==> src/rtl/hamming_codec_pipe.sv <==
// Pipelined Hamming codec: encode or single-error-correcting decode, selected per beat.
// Two register stages with valid/ready on both sides and saturating error counters.
// Define HAMMING_SECDED_EN to add an overall-parity bit (SECDED, word width CW+1).
module hamming_codec_pipe #(
    parameter int unsigned DATA_W = 8,
    parameter int unsigned CNT_W  = 16,
    // Smallest P with 2^P >= DATA_W+P+1, valid over DATA_W = 4..57
    localparam int unsigned P  = (DATA_W <= 4) ? 3 : (DATA_W <= 11) ? 4 : (DATA_W <= 26) ? 5 : 6,
    localparam int unsigned CW = DATA_W + P,
`ifdef HAMMING_SECDED_EN
    localparam int unsigned WW = CW + 1
`else
    localparam int unsigned WW = CW
`endif
) (
    input  logic             clk,
    input  logic             rst_n,
    input  logic             in_valid,
    output logic             in_ready,
    input  logic             in_mode,
    input  logic [WW-1:0]    in_word,
    output logic             out_valid,
    input  logic             out_ready,
    output logic             out_mode,
    output logic [WW-1:0]    out_word,
    output logic [P-1:0]     out_syndrome,
    output logic             out_corr,
    output logic             out_uncorr,
    input  logic             cnt_clr,
    output logic [CNT_W-1:0] corr_cnt,
    output logic [CNT_W-1:0] uncorr_cnt
);

    localparam logic [P-1:0] CW_S = P'(CW);

    // XOR of the 1-based positions of all set bits
    function automatic logic [P-1:0] calc_syn(input logic [CW-1:0] w);
        logic [P-1:0] s;
        s = '0;
        for (int i = 0; i < CW; i++) begin
            if (w[i]) s = s ^ P'(i + 1);
        end
        return s;
    endfunction

    // Place payload bits at non-power-of-two positions, parity slots left 0
    function automatic logic [CW-1:0] scatter(input logic [DATA_W-1:0] d);
        logic [CW-1:0] w;
        int j;
        w = '0;
        j = 0;
        for (int i = 0; i < CW; i++) begin
            if (((i + 1) & i) != 0) begin
                w[i] = d[j];
                j++;
            end
        end
        return w;
    endfunction

    // Pull payload bits back out of the data positions
    function automatic logic [DATA_W-1:0] gather(input logic [CW-1:0] w);
        logic [DATA_W-1:0] d;
        int j;
        d = '0;
        j = 0;
        for (int i = 0; i < CW; i++) begin
            if (((i + 1) & i) != 0) begin
                d[j] = w[i];
                j++;
            end
        end
        return d;
    endfunction

    logic             s1_valid_q, s1_mode_q;
    logic [WW-1:0]    s1_word_q;
    logic             s2_valid_q, s2_mode_q, s2_corr_q, s2_uncorr_q;
    logic [WW-1:0]    s2_word_q;
    logic [P-1:0]     s2_syn_q;
    logic [CNT_W-1:0] corr_cnt_q, uncorr_cnt_q;

    logic             s1_adv, in_fire, out_fire;
    logic [CW-1:0]    enc_cw, dec_cw;
    logic [P-1:0]     enc_syn, dec_syn;
    logic             flip;
    logic [WW-1:0]    res_word;
    logic [P-1:0]     res_syn;
    logic             res_corr, res_uncorr;

    assign s1_adv   = s1_valid_q && (!s2_valid_q || out_ready);
    assign in_ready = !s1_valid_q || s1_adv;
    assign in_fire  = in_valid && in_ready;
    assign out_fire = s2_valid_q && out_ready;

    // With parity slots zero, the syndrome of the scattered word is exactly the parity vector
    assign enc_syn = calc_syn(scatter(s1_word_q[DATA_W-1:0]));
    assign dec_syn = calc_syn(s1_word_q[CW-1:0]);

    // Compute the result for the beat held in stage 1
    always_comb begin
        res_word   = '0;
        res_syn    = '0;
        res_corr   = 1'b0;
        res_uncorr = 1'b0;
        flip       = 1'b0;
        enc_cw     = scatter(s1_word_q[DATA_W-1:0]);
        dec_cw     = s1_word_q[CW-1:0];
        if (!s1_mode_q) begin
            for (int k = 0; k < P; k++) begin
                enc_cw[(1 << k) - 1] = enc_syn[k];
            end
            res_word[CW-1:0] = enc_cw;
`ifdef HAMMING_SECDED_EN
            res_word[CW] = ^enc_cw;
`endif
        end else begin
            res_syn = dec_syn;
`ifdef HAMMING_SECDED_EN
            // Odd overall parity means one error; S=0 then points at the parity bit itself
            if (^s1_word_q) begin
                if (dec_syn > CW_S) begin
                    res_uncorr = 1'b1;
                end else begin
                    res_corr = 1'b1;
                    flip     = (dec_syn != '0);
                end
            end else if (dec_syn != '0) begin
                res_uncorr = 1'b1;
            end
`else
            if (dec_syn > CW_S) begin
                res_uncorr = 1'b1;
            end else if (dec_syn != '0) begin
                res_corr = 1'b1;
                flip     = 1'b1;
            end
`endif
            for (int i = 0; i < CW; i++) begin
                if (flip && dec_syn == P'(i + 1)) dec_cw[i] = ~dec_cw[i];
            end
            res_word[DATA_W-1:0] = gather(dec_cw);
        end
    end

    // Stage 1: capture the accepted input beat
    always_ff @(posedge clk or negedge rst_n) begin
        if (!rst_n) begin
            s1_valid_q <= 1'b0;
            s1_mode_q  <= 1'b0;
            s1_word_q  <= '0;
        end else begin
            if (in_fire) begin
                s1_valid_q <= 1'b1;
                s1_mode_q  <= in_mode;
                s1_word_q  <= in_word;
            end else if (s1_adv) begin
                s1_valid_q <= 1'b0;
            end
        end
    end

    // Stage 2: hold the computed result; stalls keep every output stable
    always_ff @(posedge clk or negedge rst_n) begin
        if (!rst_n) begin
            s2_valid_q  <= 1'b0;
            s2_mode_q   <= 1'b0;
            s2_word_q   <= '0;
            s2_syn_q    <= '0;
            s2_corr_q   <= 1'b0;
            s2_uncorr_q <= 1'b0;
        end else begin
            if (s1_adv) begin
                s2_valid_q  <= 1'b1;
                s2_mode_q   <= s1_mode_q;
                s2_word_q   <= res_word;
                s2_syn_q    <= res_syn;
                s2_corr_q   <= res_corr;
                s2_uncorr_q <= res_uncorr;
            end else if (out_ready) begin
                s2_valid_q <= 1'b0;
            end
        end
    end

    // Saturating error counters, clear takes priority over increment
    always_ff @(posedge clk or negedge rst_n) begin
        if (!rst_n) begin
            corr_cnt_q   <= '0;
            uncorr_cnt_q <= '0;
        end else if (cnt_clr) begin
            corr_cnt_q   <= '0;
            uncorr_cnt_q <= '0;
        end else if (out_fire && s2_mode_q) begin
            if (s2_corr_q && corr_cnt_q != '1) corr_cnt_q <= corr_cnt_q + 1'b1;
            if (s2_uncorr_q && uncorr_cnt_q != '1) uncorr_cnt_q <= uncorr_cnt_q + 1'b1;
        end
    end

    assign out_valid    = s2_valid_q;
    assign out_mode     = s2_mode_q;
    assign out_word     = s2_word_q;
    assign out_syndrome = s2_syn_q;
    assign out_corr     = s2_corr_q;
    assign out_uncorr   = s2_uncorr_q;
    assign corr_cnt     = corr_cnt_q;
    assign uncorr_cnt   = uncorr_cnt_q;

endmodule

==> config.mk <==
export PLATFORM = sky130hd
export DESIGN_NAME = hamming_codec_pipe
export DESIGN_NICKNAME = d
export VERILOG_FILES = /design/src/rtl/hamming_codec_pipe.sv
export SDC_FILE = /design/constraint.sdc
export NUM_CORES = 1
export LEC_CHECK = 0
export ABC_CLOCK_PERIOD_IN_PS = 2750
export CAP_MARGIN = 20
export CORE_MARGIN = 1.5
export CORE_UTILIZATION = 55
export CTS_BUF_LIST = sky130_fd_sc_hd__clkbuf_2
export DETAILED_ROUTE_END_ITERATION = 10
export DONT_BUFFER_PORTS = 1
export GPL_TIMING_DRIVEN = 0
export MAX_ROUTING_LAYER = met4
export PLACE_DENSITY = 0.74
export SYNTH_ARGS = -nofsm -noshare
export SYNTH_HDL_FRONTEND = slang
export SYNTH_SLANG_ARGS = --single-unit
==> constraint.sdc <==
create_clock -name clk -period 2.75 [get_ports clk]
set_clock_uncertainty 0.05 [all_clocks]
set_input_delay 0.6875 -clock clk [delete_from_list [all_inputs] [get_ports clk]]
set_output_delay 0.6875 -clock clk [all_outputs]
set_load 0.02 [all_outputs]
[Yosys cells after proc, flatten, opt, wreduce, memory -nomap -nowiden]
Cells that the tools add are included.
Word-level totals
  logic and storage cells: 192
  ROM bits: 0
  output and inout port bits: 53
  input port bits: 18
  RAM bits: 0
  register bits: 66
  memories kept: 0
  latch bits: 0
Cells by class
  $mul: 0
  add/subtract/negate cells: 8
  bitwise gates (word level): 26
  $lt $le $gt $ge: 15
  reduce and logical (&&, ||, !) cells: 33
  mux-type cells: 89
  divide/modulo/power cells: 0
  equal/unequal tests: 10
  shift operators: 0
Operator list (count)
  greater-or-equal comparator 32 x 1 -> 1 bit, second input constant: 7
  less-than comparator 32 x 5 -> 1 bit, second input constant: 7
  2-to-1 mux 32 bit: 7
  adder 32 x 2 -> 32 bit, second input constant: 6
  2-to-1 mux 16 bit: 6
  bitwise mux 8 bit: 7
  2-to-1 mux 8 bit: 7
  2-to-1 mux 4 bit: 11
  2-to-1 mux 1 bit: 34
  adder 16 x 1 -> 16 bit, second input constant: 2
  != test 16 bit, second input constant: 2
  demux 1 bit (select 3 bit): 7
  logical AND 1 bit: 21
  2-to-1 mux 3 bit: 7
  inverter 2 bit: 9
  == test 4 bit, second input constant: 4
  == test 4 x 3 -> 1 bit, second input constant: 3
  inverter 3 bit: 4
  nonzero test 2 bit: 5
  inverter 1 bit: 8
  2-to-1 mux 2 bit: 3
  == test 4 x 2 -> 1 bit, second input constant: 1
  greater-than comparator 4 bit, second input constant: 1
  inverter 1 -> 2 bit: 2
  5 further kinds: 10

[Logic depth before layout (Yosys ltp)]
  word-level depth: 41
  mapped depth: 7
  gate-level depth less buffers: 6

[Least setup slack after synthesis]
No wires, ideal clock.
  path kind: reg-to-reg
  start: reg s1_word_q[4]
  end: reg s2_word_q[4] (netlist: out_word[4])
  data arrival time: 2.194 ns
  required time: 2.574 ns
  buffers on the path: 0
  stages on the path, launching flop included: 6
  setup slack: 0.380 ns
  setup time: 0.126 ns
  clock period less this slack: 2.370 ns
  path through: dfrtp_1 -> xnor2_2 -> xor3_2 -> nor4_1 -> mux2_1 -> a221o_1
On the way
  word-level cells in the longest chain between the ends: 32
  elaborated cells on any way between the ends: 61
  classes of those cells: order compare (1); eq/ne (7); mux (39); bitwise (6); reduce/logical (8)
Ends and longest elaborated chain
  from (decl): line 77  | logic [WW-1:0] s1_word_q;
  from (signal assigned): line 156  | s1_word_q <= in_word;
  parallel branches: the longest is 30 deep, another holds greater-than comparator 4 bit
  bitwise mux 8 bit (*): line 69  | d[j] = w[i];
  2-to-1 mux 8 bit (*): line 109  | if (!s1_mode_q) begin
  to (signal assigned): line 176  | s2_word_q <= res_word;
  to (decl): line 79  | logic [WW-1:0] s2_word_q;
Every way passes the cells marked *. The select of a mux whose other input is x is not followed.
A chain may end at the register's enable or synchronous reset.

[Worst setup path in the final report]
  start: reg s1_word_q[5]
  end: reg s2_word_q[6] (netlist: out_word[6])
On the way
  word-level cells in the longest chain between the ends: 31
  elaborated cells on any way between the ends: 59
  classes of those cells: order compare (1); eq/ne (7); mux (38); bitwise (5); reduce/logical (8)
Ends and longest elaborated chain (line)
  parallel branches: the longest is 29 deep, another holds greater-than comparator 4 bit
  bitwise mux 8 bit (*): 69
  2-to-1 mux 8 bit (*): 109
Marks and branches as above.

==> flow_summary.ini <==
[die]
start_util = 0.570
rows = 29
dieHeight_um = 84.1
io_pins = 71
die_area_um2 = 7080
die_width_um = 84.1
core_um2 = 6350

[critical_path]
crit_arrival_ps = 2990
cp-start-kind = register
r2r_slack_ps = 120
worst-path-max-fanout = 7
crit_path_end_kind = register
path_class = reg -> reg
required_ps = 3110

[routing]
final_antenna_net_count = 0
drcViolationCount = 0
wl_per_cell_um = 16.9
via_per_inst = 5.88
first_iter_violations = 138
dr.pass1.iters = 4
routed_wl_mm = 7.61
via_count = 2644

[layout]
antenna_cells = 0
finish.net_count = 389
stdcell_area_um2 = 3890
area_growth_pct = 7.40
drive_gt1_frac = 0.105

[pwr]
p_leak_nw = 1.57
vdd_drop_max_v = 0.000443
power.density_nw_per_um2 = 737

[timing]
finalSetupViolCount = 0
fmax_mhz = 380
worst_slew_pin_slew_ps = 894
maxSlewViolCount = 0
post-route-period-util = 0.958
hold_violations = 0
relSlewSlack = 0.400
setup_tns_ps = 0
grt_setup_unrepaired = no
layout_min_cycle_time_ps = 2630

[global_route]
grt_overflow = 0
antenna_found_initial = 0
grt_usage = 0.236
grt_max_degree = 67
grt_pass1_wl_mm = 12.8
grt_pass1_vias = 2551

[placed_design]
place.port_buffers = 0
dp_hpwl_mm = 5.50
gp_congestion = 0.850
placed_cell_area_um2 = 3720

[synthesis]
synth_largest_area_cell = dfrtp_1
ys_ff_latch = 66
seq_area_frac_synth = 0.456
syn_area_um2 = 3620
syn_area_per_cell_um2 = 10.2
synth_nets = 376
ys_warn_count = 0
ys.flop_type = dfrtp_1
synth_top_area_share = 0.456
synth.most_common_cell = dfrtp_1
synth_edf_count = 0
syn_inst = 356
async_flop_share = 1.00
synthTopCellsByArea = dfrtp_1 46%, xnor2_1 8.2%, nor2_1 4.6%, mux2_2 4.0%, nand2_1 3.3%
synth.distinct_cells = 49
synthTopCellsByCount = 66 x dfrtp_1, 44 x nor2_1, 34 x xnor2_1

[cts]
cts_root_buffer = clkbuf_2
cts_buffers = 9
cts_buffer_depth = 2
cts_setup_buffers = 0
cts.sinks = 66
cts.htree.levels = 3
path_clk_slew_ps = 160
insertion_delay_ps = 520
tritoncts = done

[status]
status = finished, final reports clean

[min_path]
hold_class = in -> reg

[run]
drv_cap = 0
==> metal layers <==
metal  up-vias  share of wire  GRT usage
li1       1290              -          -
met1      1265           0.41      0.274
met2        77           0.51      0.386
met3        12          0.064     0.0603
met4         0          0.020      0.106
met5         -              0          -
==> report_power, final <==
part,internal (mW),total (mW),leakage [nW],switching (mW)
sequential,1.11,1.40,0.858,0.292
combinational,0.389,0.825,0.632,0.437
clock,0.299,0.641,0.0771,0.343
total,1.79,2.87,1.57,1.07
==> kinds of logic (layout without fill, tap and decap cells) <==
family	Yosys count	count (layout)	synth area share
and+or+nand+nor	144	144	0.197
adders and majority gates	2	2	0.00691
xor gates and xnor gates	50	50	0.159
muxes	20	20	0.0608
AOI/OAI and AO/OA	47	47	0.0923
buffers and inverters	27	44	0.0280
DFF	66	66	0.456
==> per-stage QoR <==
stage	setup WS, ps	util	hold WS (ps)	std cells	power, mW
2_1_floorplan	380	-	342	356	2.03
3_3_place_gp	152	0.585	343	433	2.19
3_5_place_dp	73.2	0.585	343	433	2.21
4_1_cts	57.8	0.610	206	450	2.87
5_1_grt	62.9	0.612	203	450	3.02
6_report	116	0.612	230	450	2.87
==> worst paths after layout <==
check                      cells past startpoint             to          from
max                                            5    out_word[6]  s1_word_q[5]
min                                            1     s1_valid_q      in_valid
max reg2reg                                    5    out_word[6]  s1_word_q[5]
min reg2reg                                    1      out_valid    s1_valid_q
max in group asynchronous                      2  s1_word_q[10]         rst_n
min in group asynchronous                      2    corr_cnt[6]         rst_n
==> placed cells by master (no fill, tap or decap), drive strengths merged, types with 3 or more instances in the layout <==
master,netlist,final
a211oi,12,12
nand2b,4,4
nand3,11,11
o31ai,4,4
mux2i,4,4
nand4,11,11
o21ai,10,10
xor2,6,6
xnor2,37,37
nor4,8,8
nor3b,4,4
dfrtp,66,66
or3b,5,5
mux2,16,16
nor2,44,44
xor3,4,4
clkbuf,12,23
nand2,32,32
nor3,9,9
clkinv,1,3
xnor3,3,3
a221o,3,3
a2111oi,4,4
a21oi,6,6
buf,4,5
nor2b,3,3
inv,10,10
==> critical path, stage by stage, from the launching register on <==
cell	delay, ps
dfrtp_1	570
xor2_2	310
xnor3_2	560
nor4_1	420
mux2_1	370
a221o_1	260
==> what timing repair did <==
action	CTS	global route
hold buffers	2	0
resized for setup	0	1
setup endpoints to repair	0	1
hold endpoints to repair	66	0
==> area by class of cell <==
cell class / count / area (um^2)
repair buffers: 2 / 37.5
well taps: 77 / 96.3
plain buffers: 16 / 60.1
multi-input cells: 263 / 1880
inverters: 11 / 41.3
clock buffers: 11 / 55.1
flip-flops and latches: 66 / 1650
fillers: 525 / 2460
clock inverters: 4 / 67.6
==> state kept, by name, indices dropped and copies added (netlist names) <==
register,cells
out_mode,1
uncorr_cnt,16
out_corr,1
out_word,12
s1_mode_q,1
out_syndrome,4
corr_cnt,16
s1_word_q,12
s1_valid_q,1
out_valid,1
out_uncorr,1
(Power assumes the default switching activity.)
